**config.mk**
```make
export PLATFORM = sky130hd
export DESIGN_NAME = ram_stream_reader
export DESIGN_NICKNAME = d
export VERILOG_FILES = /design/src/rtl/ram_stream_reader.sv
export SDC_FILE = /design/constraint.sdc
export NUM_CORES = 1
export LEC_CHECK = 0
export CAP_MARGIN = 15
export CORE_ASPECT_RATIO = 1.4
export CORE_MARGIN = 2
export CORE_UTILIZATION = 45
export CTS_CLUSTER_DIAMETER = 80
export DETAILED_ROUTE_END_ITERATION = 10
export PLACE_DENSITY = 0.68
export SETUP_SLACK_MARGIN = 0.1
export SLEW_MARGIN = 15
export SYNTH_ARGS = -nofsm -noshare
export SYNTH_HDL_FRONTEND = slang
export SYNTH_SLANG_ARGS = --single-unit
export TNS_END_PERCENT = 20
```
**constraint.sdc**
```tcl
create_clock -name clk -period 4 [get_ports clk]
set_input_delay 0.6 -clock clk [delete_from_list [all_inputs] [get_ports clk]]
set_output_delay 0.6 -clock clk [all_outputs]
set_load 0.05 [all_outputs]
```
**src/rtl/ram_stream_reader.sv**
```systemverilog
// ram_stream_reader
//   Port-B read master for ram_d. On start it reads `length` words from
//   `base_addr` upward (address wraps modulo 2^addr_bits) and presents them
//   as a valid/ready stream, flagging the final word with m_last.
//
//   Data path: dob -> 2-entry buffer -> output register (m_data/m_valid).
//   The buffer is bypassed when the output register is free, so the first
//   word reaches m_valid two edges after start is sampled.
//
//   ben is a registered output. Its value is chosen one edge before the read
//   it describes, so the decision cannot see the downstream ready of the
//   cycle the data arrives in. Three reads can be owed at once (one
//   presented, one on dob, one being issued), and the output register plus
//   the 2-entry buffer hold exactly three. A read is issued only if the
//   words held after this edge, plus the read already on the RAM port,
//   leave a free slot. This sustains one word per cycle with m_ready held
//   high and cannot overflow under any backpressure pattern.
//
// Ports
//   clk, rst            clock (rising edge), synchronous active-high reset
//   start               begin a transfer (sampled only in IDLE)
//   base_addr, length   first address / word count 0..2^addr_bits, sampled with start
//   busy, done          registered status; done is a 1-cycle pulse, coincident with busy
//   ben, addrb          RAM port-B read enable / address (addrb holds when ben=0)
//   dob                 RAM port-B read data, valid 1 cycle after ben
//   m_valid, m_ready    output stream handshake
//   m_data, m_last      output word, high on the final word of the transfer
module ram_stream_reader #(
  parameter int addr_bits = 8,
  parameter int data_bits = 16
) (
  input  logic                 clk,
  input  logic                 rst,
  input  logic                 start,
  input  logic [addr_bits-1:0] base_addr,
  input  logic [addr_bits:0]   length,
  output logic                 busy,
  output logic                 done,
  output logic                 ben,
  output logic [addr_bits-1:0] addrb,
  input  logic [data_bits-1:0] dob,
  output logic                 m_valid,
  input  logic                 m_ready,
  output logic [data_bits-1:0] m_data,
  output logic                 m_last
);

  typedef enum logic [1:0] {IDLE, READ, DRAIN, FINISH} state_t;

  localparam logic [addr_bits:0]   cnt_one  = 1;
  localparam logic [addr_bits-1:0] addr_one = 1;

  state_t                 state_reg, state_next;
  logic [addr_bits:0]     len_reg;
  logic [addr_bits:0]     issue_cnt_reg;   // reads issued so far
  logic [addr_bits:0]     acc_cnt_reg;     // words accepted downstream so far
  logic                   ben_reg, ben_next;
  logic [addr_bits-1:0]   addr_reg;
  logic                   pend_reg;        // dob carries a requested word this cycle
  logic                   out_valid_reg;
  logic [data_bits-1:0]   out_data_reg;
  logic [data_bits-1:0]   fifo_mem [0:1];
  logic                   fifo_rd_reg, fifo_wr_reg;
  logic [1:0]             fifo_cnt_reg;
  logic                   busy_reg, done_reg;

  logic                   pop;
  logic                   last_word;
  logic                   load_out;
  logic                   fifo_push, fifo_pop;
  logic [2:0]             held_next;

  assign pop       = out_valid_reg & m_ready;
  assign last_word = out_valid_reg && (acc_cnt_reg == len_reg - cnt_one);

  // The output register refills whenever it is empty or being accepted;
  // it prefers the older buffered word, otherwise takes dob directly.
  assign load_out  = !out_valid_reg || pop;
  assign fifo_pop  = load_out && (fifo_cnt_reg != 2'd0);
  assign fifo_push = pend_reg && !(load_out && (fifo_cnt_reg == 2'd0));

  // Words held (output register + buffer) after the coming edge.
  assign held_next = 3'(out_valid_reg) + 3'(fifo_cnt_reg) + 3'(pend_reg) - 3'(pop);

  always_comb begin
    state_next = state_reg;
    ben_next   = 1'b0;
    case (state_reg)
      IDLE: begin
        if (start) begin
          if (length != '0) begin
            state_next = READ;
            ben_next   = 1'b1;
          end else begin
            state_next = FINISH;
          end
        end
      end
      READ: begin
        if (issue_cnt_reg == len_reg) begin
          state_next = DRAIN;
        end else begin
          // ben_reg is the read whose data lands one edge later.
          ben_next = (held_next + 3'(ben_reg)) < 3'd3;
        end
      end
      DRAIN: begin
        if (pop && last_word) state_next = FINISH;
      end
      FINISH: state_next = IDLE;
      default: state_next = IDLE;
    endcase
  end

  always_ff @(posedge clk) begin
    if (rst) begin
      state_reg     <= IDLE;
      len_reg       <= '0;
      issue_cnt_reg <= '0;
      acc_cnt_reg   <= '0;
      ben_reg       <= 1'b0;
      addr_reg      <= '0;
      pend_reg      <= 1'b0;
      out_valid_reg <= 1'b0;
      out_data_reg  <= '0;
      fifo_rd_reg   <= 1'b0;
      fifo_wr_reg   <= 1'b0;
      fifo_cnt_reg  <= 2'd0;
      busy_reg      <= 1'b0;
      done_reg      <= 1'b0;
    end else begin
      state_reg <= state_next;
      ben_reg   <= ben_next;
      pend_reg  <= ben_reg;
      busy_reg  <= (state_reg != IDLE);
      done_reg  <= (state_reg == FINISH);

      if (state_reg == IDLE && start) begin
        addr_reg      <= base_addr;
        len_reg       <= length;
        issue_cnt_reg <= (length != '0) ? cnt_one : '0;
        acc_cnt_reg   <= '0;
      end else begin
        if (ben_next) begin
          addr_reg      <= addr_reg + addr_one;
          issue_cnt_reg <= issue_cnt_reg + cnt_one;
        end
        if (pop) acc_cnt_reg <= acc_cnt_reg + cnt_one;
      end

      if (load_out) begin
        if (fifo_cnt_reg != 2'd0) begin
          out_data_reg  <= fifo_mem[fifo_rd_reg];
          out_valid_reg <= 1'b1;
        end else if (pend_reg) begin
          out_data_reg  <= dob;
          out_valid_reg <= 1'b1;
        end else begin
          out_valid_reg <= 1'b0;   // m_data keeps its last value
        end
      end

      if (fifo_push) fifo_wr_reg <= ~fifo_wr_reg;
      if (fifo_pop)  fifo_rd_reg <= ~fifo_rd_reg;
      fifo_cnt_reg <= fifo_cnt_reg + 2'(fifo_push) - 2'(fifo_pop);
    end
  end

  always_ff @(posedge clk) begin
    if (fifo_push) fifo_mem[fifo_wr_reg] <= dob;
  end

  assign busy    = busy_reg;
  assign done    = done_reg;
  assign ben     = ben_reg;
  assign addrb   = addr_reg;
  assign m_valid = out_valid_reg;
  assign m_data  = out_data_reg;
  assign m_last  = last_word;

endmodule

```
# --- Word level (Yosys, flattened, before mapping) ---
# Memory sizes are Yosys's and may differ from the RTL's. A register that Yosys moved wholly into a read port is not among the register bits.
# Cells that the tools add are included.
classes:
  add_sub_neg: 10
  magnitude_cmp: 1
  eq_ne: 8
  muxes: 22
  bitwise: 3
  n_reduce_logical: 19
ops:
  columns: ["cell", "count"]
  rows:
  - ["$mux W16", 2]
  - ["$add A9 B1 Y9 const B", 2]
  - ["$eq A9 B9 Y1", 2]
  - ["$mux W9", 2]
  - ["$mux W8", 2]
  - ["$mux W1", 10]
  - ["$reduce_bool A9 Y1", 1]
  - ["$sub A9 B1 Y9 const B", 1]
  - ["$add A8 B1 Y8 const B", 1]
  - ["$mux W2", 4]
  - ["$pmux W2 S4", 1]
  - ["$reduce_bool A2 Y1", 4]
  - ["$add A3 B1 Y3", 2]
  - ["$logic_and A1 B1 Y1", 6]
  - ["$ne A2 B2 Y1 const B", 3]
  - ["$eq A2 B2 Y1 const B", 2]
  - ["$logic_not A2 Y1", 2]
  - ["$add A1 B2 Y3", 1]
  - ["$lt A3 B2 Y1 const B", 1]
  - ["$reduce_and A3 Y1", 1]
  - ["$sub A3 B1 Y3", 1]
  - ["$add A2 B1 Y2", 1]
  - ["$eq A2 B1 Y1 const B", 1]
  - ["$logic_not A1 Y1", 2]
  - ["other kinds (7)", 8]
word_totals:
  register_bits: 62
  ram_bits: 32
  out_inout_bits: 29
  elab_cells: 78
  mem_count: 1
mem_list:
  columns: ["memory", "depth", "width", "rd", "rd_ports_with_merged_regs", "write_ports", "line", "rtl"]
  rows:
  - ["fifo_mem", 2, 16, 1, 1, 1, "62", "logic [data_bits-1:0] fifo_mem [0:1];"]

# --- Logic depth before layout (Yosys ltp) ---
depth:
  ltp_word: 9
  mapped_depth: 13
  ltp_nobuf: 12

# --- Worst setup path before layout ---
# Ideal clock, no wire load.
synth_path:
  path_type: "register to register"
  startpoint: "register out_valid_reg, in the netlist m_valid"
  endpoint: "register addr_reg[7], in the netlist addrb[7]"
  arrival_ns: 3.227
  t_required_ns: 3.909
  slack_ns: 0.682
  path_stages_with_launch: 13
  path_cell_list: "dfxtp_1 -> nand2b_1 -> fa_1 -> inv_1 -> ha_1 -> inv_1 -> fa_1 -> nand2b_1 -> nand3_1 -> o21ba_2 -> nor2_1 -> or4_1 -> a311oi_1"
synth_between:
  elab_chain_cells: 8
  elab_cells_between_ends: 9
  classes_between: "add/sub (4); order compare (1); mux (2); bitwise (1); reduce/logical (1)"
synth_lines:
  columns: ["item", "line", "rtl"]
  rows:
  - ["start: declaration", "60", "logic out_valid_reg;"]
  - ["start signal: assignment", "124", "out_valid_reg <= 1'b0;"]
  - ["start signal: assignment", "154", "out_valid_reg <= 1'b1;"]
  - ["start signal: assignment", "157", "out_valid_reg <= 1'b1;"]
  - ["$add A1 B2 Y3", "83", "assign held_next = 3'(out_valid_reg) + 3'(fifo_cnt_reg) + 3'(pend_reg) - 3'(pop);"]
  - ["$add A3 B1 Y3", "83", null]
  - ["$sub A3 B1 Y3 *", "83", null]
  - ["$add A3 B1 Y3 *", "104", "ben_next = (held_next + 3'(ben_reg)) < 3'd3;"]
  - ["$lt A3 B2 Y1 *", "104", null]
  - ["$mux W1 *", "100", "if (issue_cnt_reg == len_reg) begin"]
  - ["$pmux W1 S2 *", "88", "case (state_reg)"]
  - ["$reduce_bool A2 Y1 (no line) *", null, null]
  - ["end signal: assignment", "139", "addr_reg <= base_addr;"]
  - ["end signal: assignment", "145", "addr_reg <= addr_reg + addr_one;"]
  - ["end: declaration", "58", "logic [addr_bits-1:0] addr_reg;"]
# Every way passes the cells marked *; elsewhere a longest branch is shown, timed or not.
# A chain may end at the register's enable or synchronous reset.

# --- Worst setup path after layout ---
layout_path:
  startpoint: "register len_reg[0]"
  endpoint: "output port m_last"
layout_between:
  elab_chain_cells: 3
layout_lines:
  columns: ["item", "line", "rtl"]
  rows:
  - ["start: declaration", "54", "logic [addr_bits:0] len_reg;"]
  - ["start signal: assignment", "140", "len_reg <= length;"]
  - ["$sub A9 B1 Y9", "74", "assign last_word = out_valid_reg && (acc_cnt_reg == len_reg - cnt_one);"]
  - ["$eq A9 B9 Y1", "74", null]
  - ["$logic_and A1 B1 Y1", "74", null]
  - ["end: declaration", "45", "output logic m_last"]
# Every way passes these cells.

==> results.txt <==
The multi-input combinational cells in the finished layout cover a total of roughly 0.0021 mm2. The total number of H-tree levels came out at 3. Dividing the detail-routed via count by the number of cells gives about 5.2. The maximum number of pins on one net before global-route repair came out at 50. The required time at the endpoint of the critical path is about 3.4 ns. The flow ran to the end, and the final reports show no timing, DRC or antenna violations. The maximum vdd drop came out at about 0.00025 V. The via count came out at 3,386. The minimum clock period after layout is around 3.6 ns.

After detailed routing, the average wire length per cell comes to approximately 14 um. The cell type of the slowest stage on the worst timing path is sky130_fd_sc_hd__clkdlybuf4s50_1. The commonest cells after synthesis are 66 x sky130_fd_sc_hd__nor2_1, 63 x sky130_fd_sc_hd__dfxtp_1, 35 x sky130_fd_sc_hd__nand2_1.

The top cell type by area accounts for 28.3% of the synthesized area. STA puts the critical path data arrival time at 2.99 ns. The detailed router used layers up to and including met4. The total detailed-routing wirelength is ~9400 um. The number of nets in the layout came out at 559. Of the available clock period, the critical path in the final layout requires between 80% and 90%. After detailed routing, the wire length on met1 is slightly above 4000 um. The site row count is 43. The number of violations reported at the end of detailed-routing iteration 0 came out at approximately 130.

The prevailing post-synth register cell is sky130_fd_sc_hd__dfxtp_1. For this run, design rule violations remaining after detail routing come to 0. Setup repair after global routing left no endpoint under its margin. Global routing consumed, over all layers together, 18.5% of the routing resources. The wire length of the first global-routing pass is 15,400 um. The cell taking the most area after synthesis is sky130_fd_sc_hd__dfxtp_1. Based on the critical path, the design can be clocked at up to 278 MHz. TritonCTS built the clock tree. The port buffer count came out at 65.

Sequential elements use ~50% of the synthesized area. The number of inserted filler cells in the final layout came out at roughly 890. The total count of max-transition violations in the final report was 0. Of all flip-flops after synthesis, the portion carrying an async set or reset was 0%. The overall power after layout is roughly 3800 uW. Walking the worst path, the cells encountered are inv_1 -> ha_1 -> xnor3_1 -> nand4_1 -> or3b_1 -> nor3_1 -> clkdlybuf4s50_1. The post-CTS resize count came out at 0. From synthesis to final layout, the design area changed by 24.1%. The floorplan step set the die height to about 120 um.

Each instance of the synthesized netlist takes up on average 9.93 um2. In this run the worst hold path is classified as reg2reg. The number of setup buffers added after CTS is 0.

In this run the deepest clock path goes through 2 buffers. The accumulated negative setup slack is 0 ns. The number of buffers created by CTS is 9. The register with the most flip-flops in the final layout is fifo_mem. The clock latency of the later-clocked register in the worst-skew pair is around 0.34 ns. In this run the power density over the cells is 689 mW/mm2. The post-synthesis net count came out at 500. The placed wire-length estimate after detailed placement came out at ~6600 um. The die covers approximately 0.011 mm2. The slew at the pin closest to its max-slew limit came out at 1.08 ns. The final setup violation count came out at 0.

The kind of critical path is reg2out. The initial core utilization is between 40% and 50%. The flop and latch count out of synthesis came out at 95. The placer congestion estimate is just under 0.8.

The total standard cell area after synthesis came out at 0.00446 mm2. The longest individual stage delay on the worst path is between 0.8 and 0.9 ns. The buffer type at the clock tree root is sky130_fd_sc_hd__clkbuf_16. The number of antenna-violating nets in the routed design came out at 0. For this design the top-level I/O count stands at 66. The worst slew margin relative to its limit is about 28%. CTS saw 95 sinks.

The die span in x came out at 88.1 um. The detailed-routed wire length on met2 came out at approximately 4800 um. Yosys mapped a number of flops with a built-in enable equal to 32.

The number of flip-flops under the largest register name is 32. The count of cell types in the netlist is 53. The number of buffers inserted for hold repair after clock tree synthesis is 0.

The number of antenna violations at the first check in global routing came out at 0. The most common cell in the synthesized netlist is sky130_fd_sc_hd__nor2_1. After clock tree synthesis, the clock-pin slew on the worst setup and hold paths is about 0.07 ns. The area taken by flip-flops and latches is about 0.0022 mm2.

The maximum net fanout on the critical path came out at 7. The number of optimization iterations in the first detailed-route pass is 4. The total number of yosys warnings is 0.

For this design the static power due to leakage is approximately 0.0020 uW. The via count of the first global-routing pass came out at 3,333. The hold violation total from the final report came out at 0. The region available for standard cell placement spans between 0.009 and 0.01 mm2. Cells with a size suffix above 1 make up between 6 and 7% of the layout. The routed length on met3 is about 380 um. The total congestion overflow after global routing came out at 0. 0 antenna diodes ended up in the layout.

By area the synthesized netlist is led by sky130_fd_sc_hd__dfxtp_1 28%, sky130_fd_sc_hd__edfxtp_1 22%, sky130_fd_sc_hd__nor2_1 5.6%. The cell count after synthesis came out at ~450. The worst setup path is captured at an output pin.

Max-cap violations in this run came to 0. The kind of start point of the critical path is a register. The worst clock skew is ~0.0094 ns.
-- final timing paths --
kind              slack (ns)               end  startpoint  cells past startpoint
setup / recovery        0.41            m_last  len_reg[0]                      7
hold / removal          0.49         m_data[1]   m_data[1]                      2
setup reg to reg        0.78  issue_cnt_reg[4]    pend_reg                     13
hold reg to reg         0.49         m_data[1]   m_data[1]                      2
-- critical path, delay by kind of cell, from the launching register on --
| kind | cells | cell delay, ns |
|---|---|---|
| simple gates | 3 | 0.77 |
| xor+xnor | 1 | 0.21 |
| flops | 1 | 0.49 |
| fa+ha+maj | 1 | 0.26 |
| buf+inv | 2 | 0.92 |
-- layer usage --
metal / vias up / GRT usage, %
li1: 1716 / -
met4: 0 / 5.97
met2: 72 / 32.1
met5: - / 0
met3: 10 / 4.47
met1: 1588 / 22.2
-- per-stage QoR --
step / util (%) / hold slack, ns / std cells / instance area (um2) / setup slack (ns)
2_1_floorplan: - / 0.464 / 449 / 4460 / 0.682
3_3_place_gp: 53.3 / 0.466 / 632 / 5220 / 0.186
3_5_place_dp: 53.3 / 0.476 / 632 / 5220 / 0.0767
4_1_cts: 56.5 / 0.490 / 648 / 5530 / 0.367
5_1_grt: 56.5 / 0.508 / 648 / 5530 / 0.166
6_report: 56.5 / 0.486 / 648 / 5530 / 0.408
-- cell usage in the layout (no fill, tap or decap), types with 6 or more instances in the layout --
cell type                          n
sky130_fd_sc_hd__nor2_1           66
sky130_fd_sc_hd__clkdlybuf4s50_1  64
sky130_fd_sc_hd__dfxtp_1          63
sky130_fd_sc_hd__nand2_1          35
sky130_fd_sc_hd__a21oi_1          33
sky130_fd_sc_hd__edfxtp_1         32
sky130_fd_sc_hd__xnor2_1          20
sky130_fd_sc_hd__a211oi_1         19
sky130_fd_sc_hd__xor2_1           17
sky130_fd_sc_hd__mux2i_1          17
sky130_fd_sc_hd__ha_1             12
sky130_fd_sc_hd__inv_1            11
sky130_fd_sc_hd__nand3_1           9
sky130_fd_sc_hd__clkbuf_16         9
sky130_fd_sc_hd__o21ai_0           7
sky130_fd_sc_hd__buf_4             7
sky130_fd_sc_hd__nand4_1           6
sky130_fd_sc_hd__or3_1             6
-- where the power goes --
group / internal (uW) / switching [uW] / total (uW) / leakage (uW)
Sequential: 1170 / 178 / 1350 / 0.000805
Combinational: 607 / 966 / 1570 / 0.00101
Clock: 549 / 346 / 895 / 0.000149
Total: 2330 / 1490 / 3810 / 0.00197
-- cells by family after synthesis --
kind of cell / count (synthesis) / synth area share (%)
simple gates: 156 / 16.6
mux: 17 / 3.82
fa+ha+maj: 14 / 4.27
flops: 95 / 49.9
buf+inv: 35 / 3.26
compound gates: 93 / 14.3
other cells: 1 / 0.0841
xor+xnor: 38 / 7.78
-- cell type report --
class | instances | area share, %
Tap cell | 135 | 3.05
Multi-Input combinational cell | 319 | 37.8
Inverter | 11 | 0.746
Sequential cell | 95 | 40.2
Clock buffer | 12 | 4.27
Clock inverter | 4 | 1.31
Timing Repair Buffer | 72 | 12.6
(Power assumes the default switching activity.)
==> RTL edit, RTL diff (same settings) <==
Set the parameter `data_bits` to 32 (it was 16).
--- a/src/rtl/ram_stream_reader.sv
+++ b/src/rtl/ram_stream_reader.sv
@@ -28,5 +28,5 @@
 module ram_stream_reader #(
   parameter int addr_bits = 8,
-  parameter int data_bits = 16
+  parameter int data_bits = 32
 ) (
   input  logic                 clk,
Ports: changed (resized dob and m_data); port bits go from 66 to 98. No check against the original RTL was run, so the function may have changed too.
==> RTL edit against the original RTL <==
Area after synthesis grew 40%. Wire length rose by 48%. Sequential cell count increased by 48. Largest power group unchanged. Worst setup slack gained 0.10 ns. Clock power is 75% higher. Utilization is 1.4 points higher. Register-to-register slack improved by 0.20 ns. Synthesized cell count up 32%. Combinational power increased by 54%. Via count rose by 36%. Design area rose by 44%. Die area grew 39%. Non-clock buffer count grew 30. Total power grew 58%.
==> RTL edit: results (changes against the original RTL) <==
Cells and area
  • Fillers: 1198 (was 885)
  • Top reg by flops: fifo_mem (unchanged)
  • Layout cells sized above 1: 0.0862 (was 0.0604)
  • Nets: 750 (was 559)
  • Number of flip-flops in the largest register: 64 (was 32)
  • Ant diodes: 0 (unchanged)

Global route
  • Largest net degree at the start of global routing: 65 (was 50)
  • Global-route wire length before repair: 22800 um (was 15400 um)
  • Initial antenna violation count: 0 (unchanged)
  • Vias in the first global route: 4742 (was 3333)
  • Tot GR Track Use: 0.193 (was 0.185)

Setup path
  • Reg-to-reg critical path endpoint: issue_cnt_reg[5] (was issue_cnt_reg[4])
  • CP arrival: 2.89 ns (was 2.99 ns)
  • Worst Path Max Fanout: 6 (was 7)
  • FF-to-FF path depth: 13 (unchanged)
  • R2r setup slk: 0.98 ns (was 0.78 ns)
  • R2r startpoint: m_valid (was pend_reg)

Clocking
  • Max clock buf depth: 2 (unchanged)
  • Clk slew on worst S/H paths: 0.06 ns
  • Clk_lat worst skew: 0.42 ns (was 0.34 ns)
  • Cts bufs inserted: 17 (was 9)
  • Root Driver: clkbuf_16 (unchanged)
  • H-tree levels: 4 (was 3)
  • Post-CTS Resized: 0 (unchanged)

Yosys
  • Mapped Nets: 661 (was 500)
  • Number of distinct library cells after synthesis: 57 (was 53)
  • Synth Area in Compound Gates: 0.122 (was 0.143)
  • Top cells by area, synth: edfxtp_1 31%, dfxtp_1 25%, nor2_1 5.6% (was dfxtp_1 28%, edfxtp_1 22%, nor2_1 5.6%)
  • Post-synthesis sequential area ratio: 0.560 (was 0.499)
  • Yosys warning count: 0 (unchanged)
  • Mux contribution to synthesized area: 0.0528 (was 0.0382)
  • Ys flop type: dfxtp_1 (unchanged)
  • Top cell types by occurrence after synthesis: 94 x nor2_1, 79 x dfxtp_1, 64 x edfxtp_1 (was 66 x nor2_1, 63 x dfxtp_1, 35 x nand2_1)
  • Adder-cell share of the synthesized area: 0.0304 (was 0.0427)
  • Synth Area in XOR/XNOR: 0.0630 (was 0.0778)
  • EDFF count, synth: 64 (was 32)

Place
  • Detail Placement HPWL: 9230 um (was 6600 um)
  • PortBufs: 97 (was 65)
  • Routability-driven placement congestion ratio: 0.809 (was 0.774)
  • Placed cell areas: 0.00738 sq mm (was 0.00522 sq mm)

Hold path
  • Hold Path End: m_data[27] (was m_data[1])
  • Worst Hold Class: reg2reg (unchanged)
  • Hold Crit Start: m_data[27] (was m_data[1])

Power and ir drop
  • Leakage Power: 2.79 nW (was 1.97 nW)
  • Worst IR Drop VDD: 0.559 mV (was 0.251 mV)

Route
  • Vias per cell: 5.22 (was 5.23)
  • First-pass DRT Iterations: 5 (was 4)
  • Wire per inst: 15.7 um (was 14.5 um)
  • 1st-iter DRT viols: 229 (was 127)

STA
  • Max-slew headroom: 0.287 (was 0.276)
  • Skew final: 0.0132 ns (was 0.00937 ns)

Outcome
  • Outcome: finished clean (unchanged)
## RTL edit: cell count changes in the layout (fill, tap and decap cells not counted), sizes merged, moves of 8 or more
cell / unedited run / this run
a21oi: 33 / 58
mux2i: 17 / 33
clkdlybuf4s50: 64 / 96
inv: 12 / 24
edfxtp: 32 / 64
dfxtp: 63 / 79
xnor2: 20 / 28
a211oi: 19 / 32
nor2: 66 / 95
nand2: 35 / 51
## RTL edit: layout make-up
cell class / count / area, sq um / share of cell area
clock buffer: 17 / 425 / 0.0533
clock inverter: 15 / 168 / 0.0210
inverter: 14 / 52.6 / 0.00659
multi-input combinational: 405 / 2590 / 0.325
sequential: 143 / 3500 / 0.439
tap: 185 / 231 / 0.0290
timing repair buffer: 102 / 1000 / 0.126
## RTL edit: cells by family after synthesis
family	after synthesis
AND/OR/NAND/NOR	194
flip-flops	143
AO/OA/AOI/OAI	118
buffers and inverters	46
XOR/XNOR	45
multiplexers	33
adder cells (fa/ha/maj)	14
other	1
## RTL edit: layer usage
layer	part of all wire	GRT usage	up-vias
met5	0	0	-
met4	0.024	0.0853	0
met3	0.046	0.0485	27
met2	0.51	0.335	112
met1	0.42	0.226	2193
li1	-	-	2271
## RTL edit: worst max-delay path: stages, from the launching register on
cell	delay, ns
dfxtp_1	0.52
inv_1	0.08
ha_1	0.23
nor3b_4	0.17
a21oi_1	0.18
mux2i_1	0.26
nor2_1	0.07
nor3_1	0.15
clkdlybuf4s50_1	0.83
## RTL edit: worst max path at each step
stage	from	to	slack, ns	cells after the start
global placement	m_ready	issue_cnt_reg[5]	0.27	14
finish	len_reg[0]	m_last	0.51	8
floorplan	m_valid	issue_cnt_reg[6]	0.86	13
CTS	len_reg[0]	m_last	0.49	8
detailed placement	m_ready	issue_cnt_reg[8]	0.19	14
global route	len_reg[0]	m_last	0.30	8
## RTL edit: where the power goes
part | internal, mW | total [mW] | leakage (nW) | switching [mW]
combinational | 0.860 | 2.42 | 1.28 | 1.56
sequential | 1.78 | 2.03 | 1.23 | 0.248
clock | 0.891 | 1.57 | 0.292 | 0.680
## RTL edit: per-stage QoR
stage	instances	total power, mW	util	worst slack, ns	hold WS, ns
after global placement	849	4.42	0.536	0.269	0.472
after floorplan	594	3.78	-	0.860	0.470
after detailed placement	849	4.48	0.536	0.190	0.482
after global routing	881	6.36	0.579	0.304	0.522
after CTS	881	6.08	0.579	0.492	0.497
final	881	6.02	0.579	0.510	0.490
